<file path="config.mk">
export PLATFORM = sky130hd
export DESIGN_NAME = mms_seq_ctrl
export DESIGN_NICKNAME = d
export VERILOG_FILES = /design/src/rtl/mms_pkg.sv /design/src/rtl/mms_cmp_upd.sv /design/src/rtl/mms_seq_ctrl.sv
export SDC_FILE = /design/constraint.sdc
export NUM_CORES = 1
export LEC_CHECK = 0
export CAP_MARGIN = 25
export CORE_MARGIN = 4
export CORE_UTILIZATION = 35
export DETAILED_ROUTE_END_ITERATION = 10
export DONT_BUFFER_PORTS = 1
export PLACE_DENSITY = 0.55
export SLEW_MARGIN = 20
export SYNTH_ARGS = -nofsm -noshare
export SYNTH_HDL_FRONTEND = slang
export SYNTH_SLANG_ARGS = --single-unit
</file>
<file path="constraint.sdc">
create_clock -name clk -period 2 [get_ports clk]
set_clock_uncertainty 0.15 [all_clocks]
set_input_delay 0.4 -clock clk [delete_from_list [all_inputs] [get_ports clk]]
set_output_delay 0.4 -clock clk [all_outputs]
set_load 0.03 [all_outputs]
</file>
<file path="src/rtl/mms_pkg.sv">
// -----------------------------------------------------------------------------
// mms_pkg
// Shared definitions for the sequential max/min scanner (mms_seq_ctrl) and its
// update-decision helper (mms_cmp_upd).
//
// Contents:
//   MMS_DATA_W  default operand/result width
//   SEL_MAX     select encoding for "frame maximum"
//   SEL_MIN     select encoding for "frame minimum"
//   state_e     controller state encoding (IDLE / LOAD / DONE)
// -----------------------------------------------------------------------------
package mms_pkg;

  localparam int MMS_DATA_W = 8;

  localparam logic SEL_MAX = 1'b0;
  localparam logic SEL_MIN = 1'b1;

  typedef enum logic [1:0] {
    IDLE = 2'd0,  // waiting for start
    LOAD = 2'd1,  // accepting operands
    DONE = 2'd2   // presenting result until the sink takes it
  } state_e;

endpackage : mms_pkg

</file>
<file path="src/rtl/mms_cmp_upd.sv">
// -----------------------------------------------------------------------------
// mms_cmp_upd
// Combinational accumulator-update decision for one max/min lane. A single
// unsigned "acc < in_data" comparator serves both directions.
//
// Ports:
//   acc      in   DATA_W  current accumulator (running max or min)
//   in_data  in   DATA_W  incoming operand
//   select   in   1       SEL_MAX / SEL_MIN
//   first    in   1       incoming operand is the first of the frame
//   upd_en   out  1       load in_data into the accumulator
//
// Tie policy: max keeps the earlier equal operand (strict less-than), min takes
// the later one (negated less-than is "greater or equal").
// -----------------------------------------------------------------------------
module mms_cmp_upd
  import mms_pkg::*;
#(
  parameter int DATA_W = MMS_DATA_W
) (
  input  logic [DATA_W-1:0] acc,
  input  logic [DATA_W-1:0] in_data,
  input  logic              select,
  input  logic              first,
  output logic              upd_en
);

  logic acc_lt_in;

  // Both operands are unsigned and of equal width, so no width growth occurs.
  assign acc_lt_in = (acc < in_data);

  always_comb begin
    // NOTE: assign a default before any branch so no path leaves upd_en
    // unassigned; a missing default infers a latch.
    upd_en = 1'b0;
    if (first) begin
      upd_en = 1'b1;
    end else if (select == SEL_MAX) begin
      upd_en = acc_lt_in;
    end else begin
      upd_en = !acc_lt_in;
    end
  end

endmodule : mms_cmp_upd

</file>
<file path="src/rtl/mms_seq_ctrl.sv">
// -----------------------------------------------------------------------------
// mms_seq_ctrl
// Sequential max/min scanner. Accepts a frame of NUM unsigned operands over a
// valid/ready stream and returns the frame maximum (select=0) or minimum
// (select=1), time-sharing one comparator and one accumulator register.
//
// Optional feature (macro MMS_IDX_EN): adds output result_idx, the 0-based
// arrival position of the winning operand. Without the macro the port and its
// register are absent and everything else behaves identically.
//
// Ports:
//   clk         in   1       rising-edge clock
//   rst_n       in   1       asynchronous active-low reset
//   start       in   1       begin a frame; only honoured in IDLE
//   select      in   1       0 = max, 1 = min; latched when start is taken
//   in_valid    in   1       in_data valid
//   in_ready    out  1       operand accepted this cycle when in_valid is high
//   in_data     in   DATA_W  operand
//   out_valid   out  1       result valid; held until out_ready
//   out_ready   in   1       sink takes the result
//   result      out  DATA_W  frame max/min
//   busy        out  1       frame in progress (LOAD or DONE)
//   result_idx  out  CNT_W   winner position (MMS_IDX_EN only)
// -----------------------------------------------------------------------------
module mms_seq_ctrl
  import mms_pkg::*;
#(
  parameter  int DATA_W = MMS_DATA_W,
  parameter  int NUM    = 8,
  localparam int CNT_W  = $clog2(NUM)
) (
  input  logic              clk,
  input  logic              rst_n,
  input  logic              start,
  input  logic              select,
  input  logic              in_valid,
  output logic              in_ready,
  input  logic [DATA_W-1:0] in_data,
  output logic              out_valid,
  input  logic              out_ready,
  output logic [DATA_W-1:0] result,
  output logic              busy
`ifdef MMS_IDX_EN
  ,
  output logic [CNT_W-1:0]  result_idx
`endif
);

  // A one-operand frame has nothing to compare and would make CNT_W zero.
  if (NUM < 2) begin : g_num_check
    $error("mms_seq_ctrl: NUM must be at least 2");
  end

  // ---------------------------------------------------------------------------
  // State and datapath registers
  // ---------------------------------------------------------------------------
  state_e              state_q,     state_d;
  logic                sel_q,       sel_d;
  logic [CNT_W-1:0]    cnt_q,       cnt_d;
  logic [DATA_W-1:0]   acc_q,       acc_d;
  logic                in_ready_q,  in_ready_d;
  logic                out_valid_q, out_valid_d;
  logic                busy_q,      busy_d;
`ifdef MMS_IDX_EN
  logic [CNT_W-1:0]    idx_q,       idx_d;
`endif

  logic accept;     // operand handshake completes this cycle
  logic first_op;   // accepted operand is the first of the frame
  logic last_op;    // accepted operand is the last of the frame
  logic upd_en;     // accumulator takes in_data

  // in_ready_q is only ever high in LOAD, so it doubles as the state qualifier.
  assign accept   = in_valid && in_ready_q;
  assign first_op = (cnt_q == '0);
  assign last_op  = (cnt_q == CNT_W'(NUM - 1));

  mms_cmp_upd #(
    .DATA_W (DATA_W)
  ) u_cmp_upd (
    .acc     (acc_q),
    .in_data (in_data),
    .select  (sel_q),
    .first   (first_op),
    .upd_en  (upd_en)
  );

  // ---------------------------------------------------------------------------
  // Next-state logic
  // ---------------------------------------------------------------------------
  always_comb begin
    state_d = state_q;
    sel_d   = sel_q;
    cnt_d   = cnt_q;
    acc_d   = acc_q;
`ifdef MMS_IDX_EN
    idx_d   = idx_q;
`endif

    unique case (state_q)
      IDLE: begin
        if (start) begin
          state_d = LOAD;
          sel_d   = select;
          cnt_d   = '0;
        end
      end

      // start and select are deliberately not looked at here: a frame in
      // progress runs to completion with the select latched at its start.
      LOAD: begin
        if (accept) begin
          if (upd_en) begin
            acc_d = in_data;
`ifdef MMS_IDX_EN
            idx_d = cnt_q;
`endif
          end
          if (last_op) begin
            state_d = DONE;
            cnt_d   = '0;
          end else begin
            cnt_d   = cnt_q + CNT_W'(1);
          end
        end
      end

      // A start coinciding with the result handshake is dropped; the next
      // frame needs a start while already in IDLE.
      DONE: begin
        if (out_valid_q && out_ready) begin
          state_d = IDLE;
        end
      end

      default: begin
        state_d = IDLE;
      end
    endcase

    // Outputs are registered copies decoded from the next state, so they
    // change exactly on the edge that enters or leaves a state.
    in_ready_d  = (state_d == LOAD);
    out_valid_d = (state_d == DONE);
    busy_d      = (state_d != IDLE);
  end

  // ---------------------------------------------------------------------------
  // Registers
  // ---------------------------------------------------------------------------
  // NOTE: sequential state uses non-blocking assignments so every flop samples
  // the pre-edge values regardless of statement order.
  always_ff @(posedge clk or negedge rst_n) begin
    if (!rst_n) begin
      state_q     <= IDLE;
      sel_q       <= SEL_MAX;
      cnt_q       <= '0;
      acc_q       <= '0;
      in_ready_q  <= 1'b0;
      out_valid_q <= 1'b0;
      busy_q      <= 1'b0;
`ifdef MMS_IDX_EN
      idx_q       <= '0;
`endif
    end else begin
      state_q     <= state_d;
      sel_q       <= sel_d;
      cnt_q       <= cnt_d;
      acc_q       <= acc_d;
      in_ready_q  <= in_ready_d;
      out_valid_q <= out_valid_d;
      busy_q      <= busy_d;
`ifdef MMS_IDX_EN
      idx_q       <= idx_d;
`endif
    end
  end

  // ---------------------------------------------------------------------------
  // Outputs
  // ---------------------------------------------------------------------------
  // The accumulator does not move in DONE, so result is stable while the sink
  // applies backpressure.
  assign in_ready  = in_ready_q;
  assign out_valid = out_valid_q;
  assign busy      = busy_q;
  assign result    = acc_q;
`ifdef MMS_IDX_EN
  assign result_idx = idx_q;
`endif

endmodule : mms_seq_ctrl

</file>
==> results of run 1 <==
critical path, stage by stage, from the launching register on:
cell	delay, ps
dfrtp_2	440
ha_4	230
a21oi_2	200
o21ai_1	160
a211o_4	390
a211oi_1	220
a211o_1	140
stage by stage:
step	power, mW	instance area, µm²	utilization	worst slack [ps]
after floorplan	1.71	1140	-	2.33
after global placement	2.10	1320	0.428	-108
after detailed placement	2.13	1320	0.428	-105
after CTS	2.40	1380	0.449	0.338
after global routing	2.73	1460	0.473	-86.6
final	2.48	1460	0.473	18.1
how the worst max path moves through the flow:
stage / endpoint / slack (ps)
after floorplan: result[6] / 2
after global placement: result[3] / -110
after detailed placement: result[0] / -100
after CTS: result[7] / 0.3
after global routing: result[6] / -90
final: result[7] / 20
cell usage in the layout (no fill, tap or decap), types with 4 or more instances in the layout:
| master | n |
|---|---|
| o32ai_1 | 8 |
| dfrtp_1 | 14 |
| ha_1 | 7 |
| buf_4 | 19 |
| inv_1 | 18 |
| nand2_1 | 5 |
| a211o_1 | 7 |
| a211oi_2 | 4 |
| nor2_1 | 6 |
repair_timing:
action	CTS	global route
endpoints found under the setup margin	8	8
resized for setup	5	11
endpoints found under the hold margin	17	0
setup buffers	0	2
hold buffers	1	0
pin swaps	3	6
logic make-up after synthesis:
| logic type | share of synthesized area |
|---|---|
| buffers and inverters | 0.0705 |
| and+or+nand+nor | 0.134 |
| muxes | 0.0297 |
| AOI/OAI and AO/OA | 0.281 |
| DFF | 0.374 |
| adders and majority gates | 0.110 |
flip-flops by register name, summed over array words and instances (netlist names):
register   count
result         8
out_valid      1
in_ready       1
cnt_q          3
busy           1
state_q        2
sel_q          1
synth_stat cells (2+ instances only):
cell type,n,share of area
nand2_1,7,0.023
dfrtp_1,17,0.37
o32ai_1,8,0.062
a211o_1,7,0.054
a21oi_1,5,0.022
nor2_1,6,0.020
a211oi_1,7,0.046
o21ai_0,2,0.0088
inv_1,18,0.059
ha_1,10,0.11
layer usage:
metal / track usage / up-vias / share of wire
li1: - / 471 / -
met1: 0.189 / 454 / 0.47
met4: 0.0475 / 0 / 0.0069
met2: 0.227 / 20 / 0.48
met3: 0.0416 / 2 / 0.049
met5: 0 / - / 0
power by group through the flow:
stage	combinational, mW	clock (mW)	sequential [mW]
6_report	1.60	0.195	0.688
5_1_grt	1.79	0.223	0.716
4_1_cts	1.51	0.207	0.685
3_5_place_dp	1.44	0	0.684
3_3_place_gp	1.42	0	0.680
2_1_floorplan	0.844	0	0.865
final cells by class:
type                            instances  area [µm²]
Clock inverter                          1        5.00
Fill cell                             313        1620
Inverter                               18        67.6
Tap cell                               44        55.1
Sequential cell                        17         429
Timing Repair Buffer                   21         164
Multi-Input combinational cell         77         713
Clock buffer                            3        22.5
==> summary.md, run 1 <==
| Metric | Value |
|---|---|
| Status | `finished, final reports clean` |
| HP Class | `in -> reg` |
| DRT iter0 DRCs | `17` |
| Post-synth EDFFs | `0` |
| GRT Util Overall | `0.144` |
| FF-to-FF End | `result[7]` |
| Hold wc startpoint | `select` |
| CTS tree | `done` |
| Combinational power share | `0.644` |
| Non-Filler Instances | `181` |
| Clk Latency, worst-skew pair | `300 ps` |
| Die area | `approximately 4200 µm²` |
| Syn. warnings | `0` |
| Initial antenna violation count | `0` |
| Ys async rst share | `1.00` |
| Diode count | `0` |
| Layout Nets | `162` |
| Post-Syn Area | `between 1000 and 1500 µm²` |
| Slew Viols, Final | `0` |
| Die X | `between 60 and 70 µm` |
| Cell Int Power | `between 1 and 1.5 mW` |
| Via count | `roughly 950` |
| Sequential fraction of the synthesis area | `0.374` |
| TNS Setup | `0 ps` |
| Final Hold Fails | `0` |
| Layout cells sized above 1 | `0.372` |
| Max_cap viols | `0` |
| Pwr per Cell Area | `about 1700 nW/µm²` |
| Die height | `65.0 µm` |
| Reg2reg path depth | `6` |
| Total CTS buffers | `3` |
| Post-DP HPWL | `roughly 1900 µm` |
| Final wirelength | `approximately 2700 µm` |
| Crit. Startpoint | `result[7]` |
| Max Freq | `0.505 GHz` |
| Mapped Cells | `between 100 and 150` |
| Antenna-violating nets left | `0` |
| Worst R2R Setup Slack | `20 ps` |
| Port bufs | `0` |
| Hold path depth | `1` |
| Inst Count DP | `174` |
| Clock root buffer master | `clkbuf_4` |
| Clock network power share | `0.079` |
| Start of the worst register-to-register path | `result[7]` |
| Switching Share | `0.483` |
| Row count | `20` |
| P&R area growth vs syn | `28.2%` |
| Core area | `around 3000 µm²` |
| Unrepaired setup endpoints after global routing | `true` |
| First-pass GRT wire length | `between 4000 and 5000 µm` |
| Routability cong. | `about 0.77` |
| CTS max path bufs | `2` |
| Pin count of the biggest net entering global routing | `20` |
| Worst-path clk slew | `between 100 and 150 ps` |
| Worst setup EP type | `register` |
| Tightest Pin Transition | `approximately 830 ps` |
| Register share of total power | `0.277` |
| Setup violations, final | `0` |
| Slew HR | `0.446` |
| Top_reg_cell synth | `dfrtp_1` |
| Leak | `~0.66 nW` |
| CP startpoint kind | `register` |
| WL/cell | `between 15 and 20 µm` |
| DR pass1 iterations | `4` |
| CTS H-Tree Depth | `1` |
| Syn avg cell area | `~10 µm²` |
| Max VDD drop | `755 µV` |
| Final min period | `just under 2000 ps` |
| # IOs | `25` |
| Switching power | `between 1 and 1.5 mW` |
| CP max FO | `8` |
| Netlist cell types | `37` |
| Hold EP | `sel_q` |
| FF+latch count, synth | `17` |
| Clock sinks | `17` |
| DRC | `0` |
| Starting Density | `0.369` |
| Period utilization | `0.991` |
| Worst setup path class | `reg -> reg` |
| Vias in the first global route | `around 1000` |
| Arr. time, crit path | `around 2100 ps` |
| Post-Syn Nets | `138` |
| Drt via density | `around 5.2` |
| Required @ worst endpoint | `between 2000 and 2500 ps` |
| Overflow left after global routing | `0` |
| Hold WS | `between 90 and 100 ps` |
No activity file was read; power rests on OpenSTA's default activity.
==> run 2: changes to the inputs <==
- CELL_PAD_IN_SITES_DETAIL_PLACEMENT: default -> 0
- CELL_PAD_IN_SITES_GLOBAL_PLACEMENT: default -> 1
- PLACE_DENSITY: 0.55 -> 0.67
==> run 2 against run 1 <==
Effect of this change:
- global-route usage is 1.5 points lower
- via count increased by 0.11%
- largest cell class unchanged
- worst hold slack improved by 13 ps
- combinational power hardly changed
- sequential cell count stayed put
==> summary.md, run 2 (same netlist as run 1, synthesis figures left out) <==
| Metric | Value |
|---|---|
| Max_cap viols | `0` |
| Die area | `about 4200 µm²` |
| Max Freq | `between 0.5 and 0.6 GHz` |
| Overflow left after global routing | `0` |
| Cell Int Power | `1.28 mW` |
| DRT iter0 DRCs | `28` |
| Clock root buffer master | `clkbuf_4` |
| CP peak stage delay | `between 400 and 500 ps` |
| Combinational power share | `0.649` |
| Arr. time, crit path | `around 2000 ps` |
| Routability cong. | `roughly 0.76` |
| Starting Density | `0.369` |
| Die height | `about 65 µm` |
| Unrepaired setup endpoints after global routing | `true` |
| CP max FO | `8` |
| DR pass1 iterations | `4` |
| P&R area growth vs syn | `28.4%` |
| CTS max path bufs | `2` |
| Final wirelength | `2710 µm` |
| HP Class | `in -> reg` |
| Pwr per Cell Area | `between 1500 and 2000 nW/µm²` |
| Leak | `around 0.66 nW` |
| WL/cell | `about 15 µm` |
| Tightest Pin Transition | `789 ps` |
| Layout cells sized above 1 | `0.380` |
| Leading cell types in the layout, fill and taps excluded | `20 x buf_4, 18 x inv_1, 14 x dfrtp_1, 8 x o32ai_1` |
| DRC | `0` |
| Clock sinks | `17` |
| Pin count of the biggest net entering global routing | `20` |
| Final min period | `approximately 2000 ps` |
| Setup violations, final | `0` |
| CTS H-Tree Depth | `1` |
| Initial antenna violation count | `0` |
| Max reg flops | `8` |
| Crit. Startpoint | `result[7]` |
| Via count | `between 900 and 1000` |
| Slew HR | `0.473` |
| Final Hold Fails | `0` |
| Switching Share | `0.483` |
| CP cell instances | `ha_4, nand2_4, nor3_4, a211o_4, a21oi_2, a221o_1` |
| Worst setup path class | `reg -> reg` |
| GRT Util Overall | `0.129` |
| Slowest CP cell | `dfrtp_2` |
| Max VDD drop | `710 µV` |
| Total Power | `around 2.5 mW` |
| Die X | `65.0 µm` |
| First-pass GRT wire length | `4300 µm` |
| Worst-path clk slew | `around 110 ps` |
| Inst Count DP | `around 180` |
| Clock network power share | `0.076` |
| Total CTS buffers | `3` |
| Clk Latency, worst-skew pair | `between 200 and 300 ps` |
| Hold wc startpoint | `select` |
| Layout Nets | `around 160` |
| Row count | `20` |
| CTS tree | `done` |
| Diode count | `0` |
| Period utilization | `0.997` |
| Required @ worst endpoint | `2030 ps` |
| Drt via density | `approximately 5.2` |
| Post-DP HPWL | `2000 µm` |
| Worst R2R Setup Slack | `about 6.2 ps` |
| Vias in the first global route | `around 960` |
| Status | `finished, final reports clean` |
| Commonest non-fill, non-tap cell in the layout | `buf_4` |
| Non-Filler Instances | `roughly 180` |
| Setup Fix Bufs, Post-CTS | `0` |
| # IOs | `25` |
| Antenna-violating nets left | `0` |
| Register share of total power | `0.274` |
| Switching power | `between 1 and 1.5 mW` |
| Worst setup EP type | `register` |
| Port bufs | `0` |
| Core area | `between 3000 and 4000 µm²` |
| Start of the worst register-to-register path | `result[7]` |
| Slew Viols, Final | `0` |
| CP startpoint kind | `register` |
## run 2: cell counts in the layout (fill, tap and decap cells not counted)
Identical to the previous run, type by type.
## run 2: layout make-up
type	count	area [µm²]
clock inverters	1	5.00
well taps	44	55.1
repair buffers	21	160
multi-input cells	77	719
inverters	18	67.6
fillers	307	1620
clock buffers	3	22.5
flip-flops and latches	17	429
## run 2: repair_timing
item / in CTS / in global routing
gates cloned: 0 / 0
pin swaps: 2 / 8
hold endpoints to repair: 17 / 0
gates resized for setup: 5 / 11
hold buffers: 1 / 0
endpoints found under the setup margin: 8 / 8
## run 2: path summary, 6_finish.rpt
path | depth (start not counted) | to
setup / recovery | 6 | result[6]
hold / removal | 1 | sel_q
setup reg to reg | 6 | result[6]
hold reg to reg | 1 | cnt_q[0]
max in group asynchronous | 1 | result[7]
min in group asynchronous | 1 | cnt_q[0]
## run 2: stage by stage
stage	hold WS [ps]	setup WS, ps	utilization	setup TNS [ps]	instance area [µm²]
after floorplan	-45.6	2.33	-	0	1140
after global placement	-45.1	-101	0.433	-597	1330
after detailed placement	-45.1	-83.2	0.433	-578	1330
after CTS	96.9	2.43	0.454	0	1400
after global routing	88.3	-54.4	0.474	-329	1460
final	106	6.21	0.474	0	1460
## run 2: layer usage
metal / track usage / part of all wire / vias to the layer above
li1: - / - / 473
met1: 0.171 / 0.46 / 456
met2: 0.217 / 0.50 / 17
met3: 0.0225 / 0.036 / 2
met4: 0.0317 / 0.0055 / 0
met5: 0 / 0 / -
## run 2: power groups by stage
stage,Clock [mW],Sequential [mW],Combinational [mW]
2_1_floorplan,0,0.865,0.844
3_3_place_gp,0,0.659,1.45
3_5_place_dp,0,0.668,1.48
4_1_cts,0.196,0.668,1.54
5_1_grt,0.215,0.700,1.77
6_report,0.189,0.680,1.61
## run 2: critical path, delay by kind of cell (launching register included)
family	cells	cell delay [ps]
flip-flops	1	440
adder cells (fa/ha/maj)	1	290
AO/OA/AOI/OAI	3	690
AND/OR/NAND/NOR	2	320
